==> src/rtl/jtdsp16_fetch.sv <==
// jtdsp16_fetch: instruction register, decode and squash/interrupt sequencing ahead of the XAAU.
// Define JTDSP16_FETCH_IRQSYNC_EN to pass irq_req through a two-flop synchronizer.
module jtdsp16_fetch (
   input  logic        clk,
   input  logic        rst,
   input  logic        cen,
   input  logic [15:0] rom_data,
   input  logic        irq_req,
   input  logic        halt,
   output logic        goto_ja,
   output logic        call_ja,
   output logic        goto_b,
   output logic        icall,
   output logic        imm_load,
   output logic        ram_load,
   output logic        post_inc,
   output logic        pc_halt,
   output logic        do_start,
   output logic [10:0] do_data,
   output logic [2:0]  r_field,
   output logic [11:0] i_field,
   output logic        ext_irq,
   output logic        shadow
);
   logic [15:0] ir;
   logic [4:0]  t;
   logic        ir_valid, valid, irq, flow, squash_next, ireturn;

`ifdef JTDSP16_FETCH_IRQSYNC_EN
   logic [1:0] irq_sync;
   always_ff @(posedge clk or posedge rst)
      if (rst) irq_sync <= '0;
      else if (cen) irq_sync <= {irq_sync[0], irq_req};
   assign irq = irq_sync[1];
`else
   assign irq = irq_req;
`endif

   assign t        = ir[15:11];
   assign valid    = ir_valid & ~halt;
   assign goto_ja  = valid & (ir[15:12] == 4'b0000);
   assign call_ja  = valid & (ir[15:12] == 4'b1000);
   assign goto_b   = valid & (t == 5'b11000);
   assign icall    = valid & (t == 5'b11100);
   assign imm_load = valid & (t == 5'b01010);
   assign ram_load = valid & (t == 5'b01011);
   assign post_inc = ram_load & ir[0];
   assign do_start = valid & (t == 5'b01110);
   assign pc_halt  = halt;
   assign do_data  = ir[10:0];
   assign r_field  = ir[6:4];
   assign i_field  = ir[11:0];
   assign ireturn  = goto_b & (ir[10:8] == 3'b001);
   assign flow     = goto_ja | call_ja | goto_b | icall | imm_load;
   // interrupts only enter on a plain instruction so the squashed word is a clean return point
   assign ext_irq     = irq & ~shadow & valid & ~flow & ~do_start;
   assign squash_next = flow | ext_irq;

   always_ff @(posedge clk or posedge rst)
      if (rst) begin
         ir       <= '0;
         ir_valid <= 1'b0;
         shadow   <= 1'b0;
      end else if (cen && !halt) begin
         ir       <= rom_data;
         ir_valid <= ~squash_next;
         if (ext_irq) shadow <= 1'b1;
         else if (ireturn && shadow) shadow <= 1'b0;
      end
endmodule

==> config.mk <==
export PLATFORM = sky130hd
export DESIGN_NAME = jtdsp16_fetch
export DESIGN_NICKNAME = d
export VERILOG_FILES = /design/src/rtl/jtdsp16_fetch.sv
export SDC_FILE = /design/constraint.sdc
export NUM_CORES = 1
export LEC_CHECK = 0
export ABC_AREA = 1
export BUFFER_PORTS_ARGS = -buffer_cell sky130_fd_sc_hd__buf_2
export CAP_MARGIN = 20
export CORE_MARGIN = 5
export CORE_UTILIZATION = 40
export CTS_CLUSTER_SIZE = 10
export DETAILED_ROUTE_END_ITERATION = 10
export PLACE_DENSITY = 0.76
export SKIP_CTS_REPAIR_TIMING = 1
export SYNTH_ARGS = -nofsm -noshare
export SYNTH_HDL_FRONTEND = slang
export SYNTH_SLANG_ARGS = --single-unit
export TNS_END_PERCENT = 1
==> constraint.sdc <==
create_clock -name clk -period 1.05 [get_ports clk]
set_input_delay 0.0525 -clock clk [delete_from_list [all_inputs] [get_ports clk]]
set_output_delay 0.0525 -clock clk [all_outputs]
set_load 0.01 [all_outputs]
==> run_results.csv, run 1 <==
group,metric,value,unit
drt,wire_per_inst,11.2,um
synth,synth.distinct_cells,13,
synth,synth-warning-count,0,
clocking,clockBufferDepth,2,
synth,ys_ff_latch,18,
global_route,use_met1,14.4,%
drt,vias_per_cell,4.39,
synth,synthesis.area,0.00108,mm^2
global_route,grtUsageMet2,21.3,%
timing,period_needed,1.46,ns
synth,yosys.area.top_type,"dfrtp_1",
placed_design,dp_hpwl,1940,um
drt,drcViolationCount,0,
final_layout,final_cell_mix,"57 x buf_2, 49 x nand2_1, 18 x dfrtp_1",
floorplanning,io_pins,58,
global_route,grt_use_total,12.5,%
setup_path,end_kind,"output port",
setup_path,worst-endpoint-required,1.00,ns
floorplanning,start_util,42.8,%
clocking,htreeDepth,1,
drt,first_pass_iters,3,
drt,wl,2590,um
synth,yosysSeqAreaShare,41.7,%
run,drv_cap,0,
setup_path,cp_slowest_cell,"dfrtp_1",
clocking,clk_pin_slew_worst_paths,0.09,ns
power,vdd_ir_drop_max,1150,uV
setup_path,slowest_delay,0.37,ns
final_layout,layout-drive-gt1-share,42.3,%
timing,worst_pin_slew,0.225,ns
floorplanning,die_width,62.0,um
synth,syn_area_per_cell,7.50,um^2
global_route,grt.busiest_layer,"met2",
floorplanning,fp-row-count,18,
power,total_leakage_power,0.858,nW
timing,fmax,687,MHz
timing,fin_crit_sh,139,%
timing,setup_violations,11,
drt,vias,1014,
global_route,grt_max_degree,19,
global_route,antenna_found_initial,0,
placed_design,place_area,0.00126,mm^2
power,power.total,0.00181,W
timing,relSlewSlack,85.0,%
status,status,"finished, violations left",
global_route,grt_pass1_wl,3490,um
setup_path,crit_arrival,1.40,ns
timing,grt_setup_unrepaired,"true",
clocking,cts_sinks,18,
clocking,cts_tree,"built",
synth,syn_inst,144,
setup_path,start_kind,"flip-flop",
drt,ant_nets,0,
setup_path,crit_type,"flip-flop to output port",
power,powerDensity,1230,mW/mm^2
clocking,cts_made_buffers,3,
final_layout,final_cell_area,0.00147,mm^2
clocking,clk_latency,0.29,ns
final_layout,fillers,242,
synth,synthesis.nets,165,
timing,finalWorstSetupSlack,-0.405,ns
placed_design,io_buffers,57,
drt,drtIter0Drc,39,
synth,synth_top_area_share,41.7,%
timing,hold_viol,0,
global_route,met3_usage,5.58,%
placed_design,dp_slack,-0.115,ns
min_path,min_path_type,"input pin to flip-flop",
final_layout,final_common_cell,"buf_2",
floorplanning,core-area,0.00252,mm^2
timing,slew_violations,0,
final_layout,finish.utilization,58.3,%
clocking,ctsRootBufferMaster,"clkbuf_4",
final_layout,area_growth,36.3,%
setup_path,cp_cell_sequence,"inv_1 > nor2_2 > nand2_1 > o21bai_4 > nor3_2 > buf_2",
status,violations,"setup timing",
global_route,grt_overflow,0,
final_layout,antenna-diode-count,0,
global_route,grt_pass1_vias,831,
placed_design,place_congestion,0.823,
final_layout,fin_nets,224,
floorplanning,die_area,0.00384,mm^2
setup_path,path_max_fanout,3,
floorplanning,die_height,62.0,um
synth,synth_area_leaders,"dfrtp_1 42%, buf_4 20%, nand2_1 17%, inv_1 5.2%, o21ai_0 3.7%",
timing,skew,0.00579,ns
==> state kept, by name, summed over array words and instances, names as in the netlist <==
name      cells
ir           16
shadow        1
ir_valid      1
==> per-layer routing <==
layer / up-vias / part of all wire, %
met5: - / 0
met4: 0 / 0.85
met3: 4 / 11
met2: 46 / 48
met1: 436 / 40
li1: 528 / -
==> synth_stat cells <==
| library cell | count |
|---|---|
| nand3_1 | 4 |
| buf_2 | 1 |
| inv_2 | 2 |
| nor2_1 | 8 |
| dfrtp_1 | 18 |
| nor3_1 | 3 |
| nor2_2 | 4 |
| nand2_1 | 50 |
| buf_4 | 29 |
| o21bai_4 | 1 |
| o21ai_0 | 8 |
| nor4_1 | 1 |
| inv_1 | 15 |
==> area by class of cell <==
type	instances	area, um^2	share of cell area, %
well taps	30	37.5	2.55
flip-flops and latches	18	450	30.6
inverters	17	63.8	4.34
multi-input cells	79	367	24.9
repair buffers	84	531	36.1
clock buffers	3	22.5	1.53
==> worst max-delay path, delay by kind of cell (launching register included) <==
family                 cells  cell delay (ns)
and+or+nand+nor            3             0.35
AOI/OAI and AO/OA          1             0.18
buffers and inverters      2             0.21
DFF                        1             0.37
==> through the flow <==
| stage | hold slack (ns) | setup TNS (ns) | std cells |
|---|---|---|---|
| 2_1_floorplan | -0.00893 | -0.00176 | 144 |
| 3_3_place_gp | 0.0747 | -0.372 | 211 |
| 3_5_place_dp | 0.0768 | -0.410 | 211 |
| 4_1_cts | -0.249 | -3.39 | 214 |
| 5_1_grt | 0.165 | -4.60 | 231 |
| 6_report | 0.129 | -3.15 | 231 |
==> path summary, 6_finish.rpt <==
check,to,slack [ns],from,depth (start not counted)
max in group asynchronous,ir[9],0.55,rst,4
min in group asynchronous,shadow,0.31,rst,4
worst min register to register,ir[3],0.51,ir[3],2
worst max register to register,ir_valid,-0.11,ir[13],8
worst max-delay path,ext_irq,-0.41,ir_valid,6
worst min-delay path,ir[8],0.13,cen,4
==> kinds of logic (layout without fill, tap and decap cells) <==
| family | Yosys count | count (layout) | share of synthesized area (%) |
|---|---|---|---|
| DFF | 18 | 18 | 41.7 |
| and+or+nand+nor | 70 | 70 | 26.3 |
| buffers and inverters | 47 | 104 | 26.5 |
| AOI/OAI and AO/OA | 9 | 9 | 5.45 |
==> power by group <==
group | leakage [nW] | internal (W) | total, W | switching, W
clock network | 0.0138 | 0.000134 | 0.000327 | 0.000193
registers | 0.220 | 0.000792 | 0.000867 | 0.0000754
logic | 0.625 | 0.000289 | 0.000613 | 0.000325
total | 0.858 | 0.00121 | 0.00181 | 0.000593
Power figures use the tool's default switching activity.
==> run 2, diff against run 1 <==
--- a/config.mk
+++ b/config.mk
@@ -9,10 +9,11 @@
 export BUFFER_PORTS_ARGS = -buffer_cell sky130_fd_sc_hd__buf_2
 export CAP_MARGIN = 20
 export CORE_MARGIN = 5
-export CORE_UTILIZATION = 40
+export CORE_UTILIZATION = 41
+export CTS_BUF_LIST = sky130_fd_sc_hd__clkbuf_4 sky130_fd_sc_hd__clkbuf_8
 export CTS_CLUSTER_SIZE = 10
 export DETAILED_ROUTE_END_ITERATION = 10
-export PLACE_DENSITY = 0.76
+export PLACE_DENSITY = 0.77
 export SKIP_CTS_REPAIR_TIMING = 1
 export SYNTH_ARGS = -nofsm -noshare
 export SYNTH_HDL_FRONTEND = slang
==> run_results.csv, run 2 (synthesis gave the netlist of run 1 again) <==
group,metric,value,unit
placed_design,dp_hpwl,1970,um
drt,wire_per_inst,11.8,um
setup_path,r2r_end,"ir_valid",
final_layout,layout-drive-gt1-share,50.0,%
timing,finalWorstSetupSlack,-0.419,ns
timing,setup_violations,12,
power,vdd_ir_drop_max,785,uV
setup_path,cpMostUsedCell,"nand2_2",
floorplanning,io_pins,58,
global_route,grt_max_degree,19,
timing,grt_setup_unrepaired,"true",
setup_path,worst-endpoint-required,1.00,ns
setup_path,cp_cell_sequence,"inv_2 > nand2_2 > nor2_4 > nand2_2 > nand2_2 > nor3_2 > buf_2",
clocking,clk_pin_slew_worst_paths,0.10,ns
clocking,cts_made_buffers,3,
final_layout,antenna-diode-count,0,
global_route,grt_use_total,13.6,%
power,powerDensity,1260,mW/mm^2
final_layout,final_common_cell,"buf_2",
timing,skew,0.00239,ns
power,clockPowerShare,21.2,%
clocking,ctsRootBufferMaster,"clkbuf_4",
setup_path,rrSetupSlack,-0.10,ns
final_layout,fillers,231,
timing,slew_violations,0,
final_layout,area_growth,49.0,%
run,drv_cap,0,
clocking,cts_sinks,18,
final_layout,final-instance-count-excl-fill,236,
timing,hold_viol,0,
final_layout,reg.largest.list,"ir: 16 flops, ir_valid: 1 flops, shadow: 1 flops",
setup_path,end_kind,"output port",
status,violations,"setup timing",
floorplanning,die_height,61.3,um
setup_path,timing.rr.start,"ir[12]",
final_layout,regMostFlops,"ir",
floorplanning,core-area,0.00250,mm^2
timing,worst_pin_slew,0.232,ns
drt,drtIter0Drc,16,
clocking,cts_tree,"built",
clocking,clk_latency,0.29,ns
placed_design,dp_cells,214,
clocking,clockBufferDepth,2,
setup_path,path_max_fanout,4,
setup_path,endpoint,"ext_irq",
clocking,htreeDepth,1,
setup_path,slowest_delay,0.44,ns
setup_path,start_kind,"flip-flop",
drt,drcViolationCount,0,
setup_path,crit_type,"flip-flop to output port",
timing,fin_crit_sh,140,%
drt,vias,1033,
floorplanning,start_util,43.2,%
floorplanning,die_area,0.00376,mm^2
power,internal_power,0.00136,W
power,total_leakage_power,0.903,nW
power,netSwitchingFraction,32.9,%
drt,wl,2790,um
final_layout,largest_reg_flops,16,
drt,first_pass_iters,4,
final_layout,final_cell_mix,"53 x buf_2, 41 x nand2_1, 17 x dlygate4sd3_1, 17 x dfrtp_1, 11 x inv_1",
setup_path,cp_slowest_cell,"dfrtp_1",
placed_design,io_buffers,57,
global_route,grt_pass1_wl,3760,um
setup_path,crit_path_start,"ir[12]",
timing,relSlewSlack,84.5,%
timing,period_needed,1.47,ns
power,pwr-share-seq,43.2,%
setup_path,path_depth,7,
status,status,"finished, violations left",
power,p_comb_share,35.6,%
final_layout,fin_nets,228,
min_path,min_path_type,"input pin to flip-flop",
placed_design,dp_slack,-0.118,ns
setup_path,crit_arrival,1.42,ns
power,switchingPower,0.000666,W
global_route,grt_pass1_vias,884,
setup_path,critPathTopFamily,"simple AND/OR/NAND/NOR gates",
global_route,grt_overflow,0,
timing,fmax,681,MHz
drt,vias_per_cell,4.38,
global_route,antenna_found_initial,0,
floorplanning,fp-row-count,18,
floorplanning,die_width,61.3,um
setup_path,r2r_cells,8,
drt,ant_nets,0,
setup_path,cp.buffers_inverters,2,
placed_design,place_congestion,0.869,
==> run 2: changes by cell type in the layout (fill, tap and decap cells not counted), moves of 2 or more <==
cell	previous run	this run
buf_2	57	53
nand2_1	49	41
nand2_2	1	9
nor2_2	6	4
nor2_1	6	4
nor2_4	0	4
inv_2	4	6
buf_6	0	7
inv_1	13	11
==> run 2: through the flow <==
step | TNS (ns) | util (%) | power (W) | instance area [um^2] | hold WS (ns)
detailed placement | -0.432 | 52.0 | 0.00147 | 1300 | 0.0788
CTS | -3.41 | 53.5 | 0.00190 | 1340 | -0.242
global route | -4.52 | 64.4 | 0.00217 | 1610 | 0.203
finish | -3.34 | 64.4 | 0.00203 | 1610 | 0.162
floorplan | -0.00176 | - | 0.00133 | 1090 | -0.00893
global placement | -0.371 | 52.0 | 0.00146 | 1300 | 0.0821
==> run 2: worst reg2reg max path, stage by stage (launching register included) <==
cell	delay, ns
dfrtp_1	0.44
inv_2	0.10
nand2_2	0.06
nor2_4	0.13
nand2_2	0.08
nand2_2	0.08
nor2_2	0.05
nand3_1	0.06
nand2_1	0.05
==> run 2: power groups by stage <==
stage | Clock, W | Combinational [W] | Sequential, W
after floorplan | 0 | 0.000453 | 0.000880
after global placement | 0 | 0.000585 | 0.000873
after detailed placement | 0 | 0.000590 | 0.000880
after CTS | 0.000438 | 0.000593 | 0.000866
after global routing | 0.000482 | 0.000798 | 0.000894
final | 0.000429 | 0.000722 | 0.000876
==> run 2: metal layers <==
layer / vias up / global-route usage [%] / wire [um]
met1: 449 / 17.5 / 1080
met2: 49 / 21.5 / 1360
met4: 0 / 6.50 / 38
met3: 4 / 3.14 / 312
li1: 531 / - / -
met5: - / 0 / 0
==> run 2: final cells by class <==
class                           count  area, um^2  area share [%]
Tap cell                           30        37.5            2.33
Timing Repair Buffer               88         609            37.9
Clock buffer                        4        36.3            2.26
Inverter                           17        63.8            3.97
Sequential cell                    18         452            28.1
Multi-Input combinational cell     79         410            25.5
==> run 2: how the worst min path moves through the flow <==
| stage | to | cells after the start | from | slack (ns) |
|---|---|---|---|---|
| 2_1_floorplan | ir[0] | 1 | rst | -0.009 |
| 3_3_place_gp | ir[3] | 3 | rst | 0.08 |
| 3_5_place_dp | ir[3] | 3 | rst | 0.08 |
| 4_1_cts | ir[3] | 3 | rst | -0.24 |
| 5_1_grt | shadow | 6 | halt | 0.20 |
| 6_report | shadow | 6 | halt | 0.16 |
==> run 3, diff against run 2 <==
--- a/config.mk
+++ b/config.mk
@@ -8,6 +8,7 @@
 export ABC_AREA = 1
 export BUFFER_PORTS_ARGS = -buffer_cell sky130_fd_sc_hd__buf_2
 export CAP_MARGIN = 20
+export CORE_ASPECT_RATIO = 2
 export CORE_MARGIN = 5
 export CORE_UTILIZATION = 41
 export CTS_BUF_LIST = sky130_fd_sc_hd__clkbuf_4 sky130_fd_sc_hd__clkbuf_8
==> run_results.csv, run 3 (synthesis gave the netlist of run 1 again) <==
group,metric,value,unit
setup_path,start_kind,"flip-flop",
drt,wl,2490,um
clocking,htreeDepth,1,
global_route,grt_pass1_wl,3980,um
global_route,grt_overflow,0,
clocking,ctsRootBufferMaster,"clkbuf_8",
power,total_leakage_power,0.831,nW
global_route,grt_use_total,14.2,%
floorplanning,fp-row-count,26,
final_layout,final_cell_mix,"57 x buf_2, 47 x nand2_1, 18 x dfrtp_1",
placed_design,dp_slack,-0.0917,ns
clocking,cts_sinks,18,
drt,drcViolationCount,0,
setup_path,crit_arrival,1.36,ns
floorplanning,io_pins,58,
drt,ant_nets,0,
final_layout,fillers,256,
placed_design,place_congestion,0.811,
drt,wire_per_inst,11.3,um
power,power.total,0.00205,W
status,status,"finished, violations left",
setup_path,path_max_fanout,3,
placed_design,place_area,0.00129,mm^2
drt,vias,1018,
floorplanning,core-area,0.00254,mm^2
timing,period_needed,1.41,ns
setup_path,crit_type,"flip-flop to output port",
global_route,antenna_found_initial,0,
global_route,grt_pass1_vias,958,
timing,relSlewSlack,84.3,%
floorplanning,die_width,46.3,um
clocking,clk_latency,0.26,ns
timing,worst_pin_slew,0.236,ns
final_layout,fin_nets,213,
floorplanning,die_height,82.6,um
floorplanning,start_util,42.6,%
placed_design,io_buffers,57,
clocking,cts_tree,"built",
placed_design,dp_cells,213,
final_layout,reg.largest.list,"ir: 16 flops, ir_valid: 1 flops, shadow: 1 flops",
final_layout,final-instance-count-excl-fill,219,
timing,slew_violations,0,
drt,vias_per_cell,4.65,
final_layout,final_cell_area,0.00139,mm^2
timing,hold_ws,-0.0159,ns
drt,drtIter0Drc,12,
run,drv_cap,0,
final_layout,regMostFlops,"ir",
final_layout,final_common_cell,"buf_2",
clocking,cts_made_buffers,3,
final_layout,area_growth,28.4,%
setup_path,rrSetupSlack,-0.11,ns
clocking,clk_pin_slew_worst_paths,0.07,ns
setup_path,end_kind,"output port",
timing,grt_setup_unrepaired,"true",
timing,fin_crit_sh,135,%
timing,hold_viol,10,
timing,fmax,708,MHz
timing,finalWorstSetupSlack,-0.363,ns
status,violations,"hold timing, setup timing",
power,vdd_ir_drop_max,1080,uV
final_layout,largest_reg_flops,16,
final_layout,antenna-diode-count,0,
clocking,clockBufferDepth,2,
final_layout,finish.utilization,54.6,%
timing,setup_violations,11,
floorplanning,die_area,0.00382,mm^2
setup_path,worst-endpoint-required,1.00,ns
min_path,min_path_type,"input pin to flip-flop",
placed_design,dp_hpwl,1960,um
drt,first_pass_iters,4,
final_layout,layout-drive-gt1-share,48.2,%
timing,skew,0.00693,ns
power,powerDensity,1480,mW/mm^2
global_route,grt_max_degree,19,
run 3: changes by cell type in the layout (fill, tap and decap cells not counted), moves of 4 or more:
cell           change
buf_2              +4
buf_4              +5
buf_6              -7
dlygate4sd3_1     -16
inv_1              +4
inv_2              -4
nand2_1            +6
nand2_2            -6
nor2_4             -4
run 3: final cells by class:
class / count / area (um^2) / area share (%)
sequential: 18 / 450 / 32.5
timing repair buffer: 73 / 408 / 29.4
multi-input combinational: 79 / 374 / 27.0
inverter: 17 / 63.8 / 4.60
clock buffer: 4 / 55.1 / 3.97
tap: 28 / 35.0 / 2.53
run 3: worst paths after layout:
check,from,endpoint,cells after the start
max,ir[15],imm_load,7
min,rom_data[4],ir[4],3
max reg2reg,ir[15],ir_valid,8
min reg2reg,ir[3],ir[3],2
max in group asynchronous,rst,ir[13],4
min in group asynchronous,rst,ir[3],4
run 3: worst max-delay path, stage by stage (launching register included):
cell and delay [ns]:
dfrtp_1 0.41, inv_2 0.08, nand2_1 0.10, nor2_1 0.12
nand2_1 0.10, buf_4 0.14, inv_1 0.04, buf_2 0.11
run 3: metal layers:
metal | vias up | track usage [%] | share of wire (%)
met5 | - | 0 | 0
met4 | 0 | 7.69 | 2.4
met3 | 8 | 2.39 | 12
met2 | 50 | 24.0 | 51
met1 | 457 | 16.2 | 34
li1 | 503 | - | -
run 3: power breakdown:
group	internal, W	switching, W	total (W)	leakage [nW]
Sequential	0.000793	0.0000711	0.000864	0.220
Clock	0.000334	0.000245	0.000578	0.0288
Combinational	0.000281	0.000328	0.000609	0.582
Total	0.00141	0.000644	0.00205	0.831
run 3: through the flow:
step / TNS, ns / hold WS, ns
2_1_floorplan: -0.00176 / -0.00893
3_3_place_gp: -0.258 / 0.0791
3_5_place_dp: -0.356 / 0.0806
4_1_cts: -2.82 / -0.193
5_1_grt: -3.95 / 0.00178
6_report: -2.83 / -0.0159
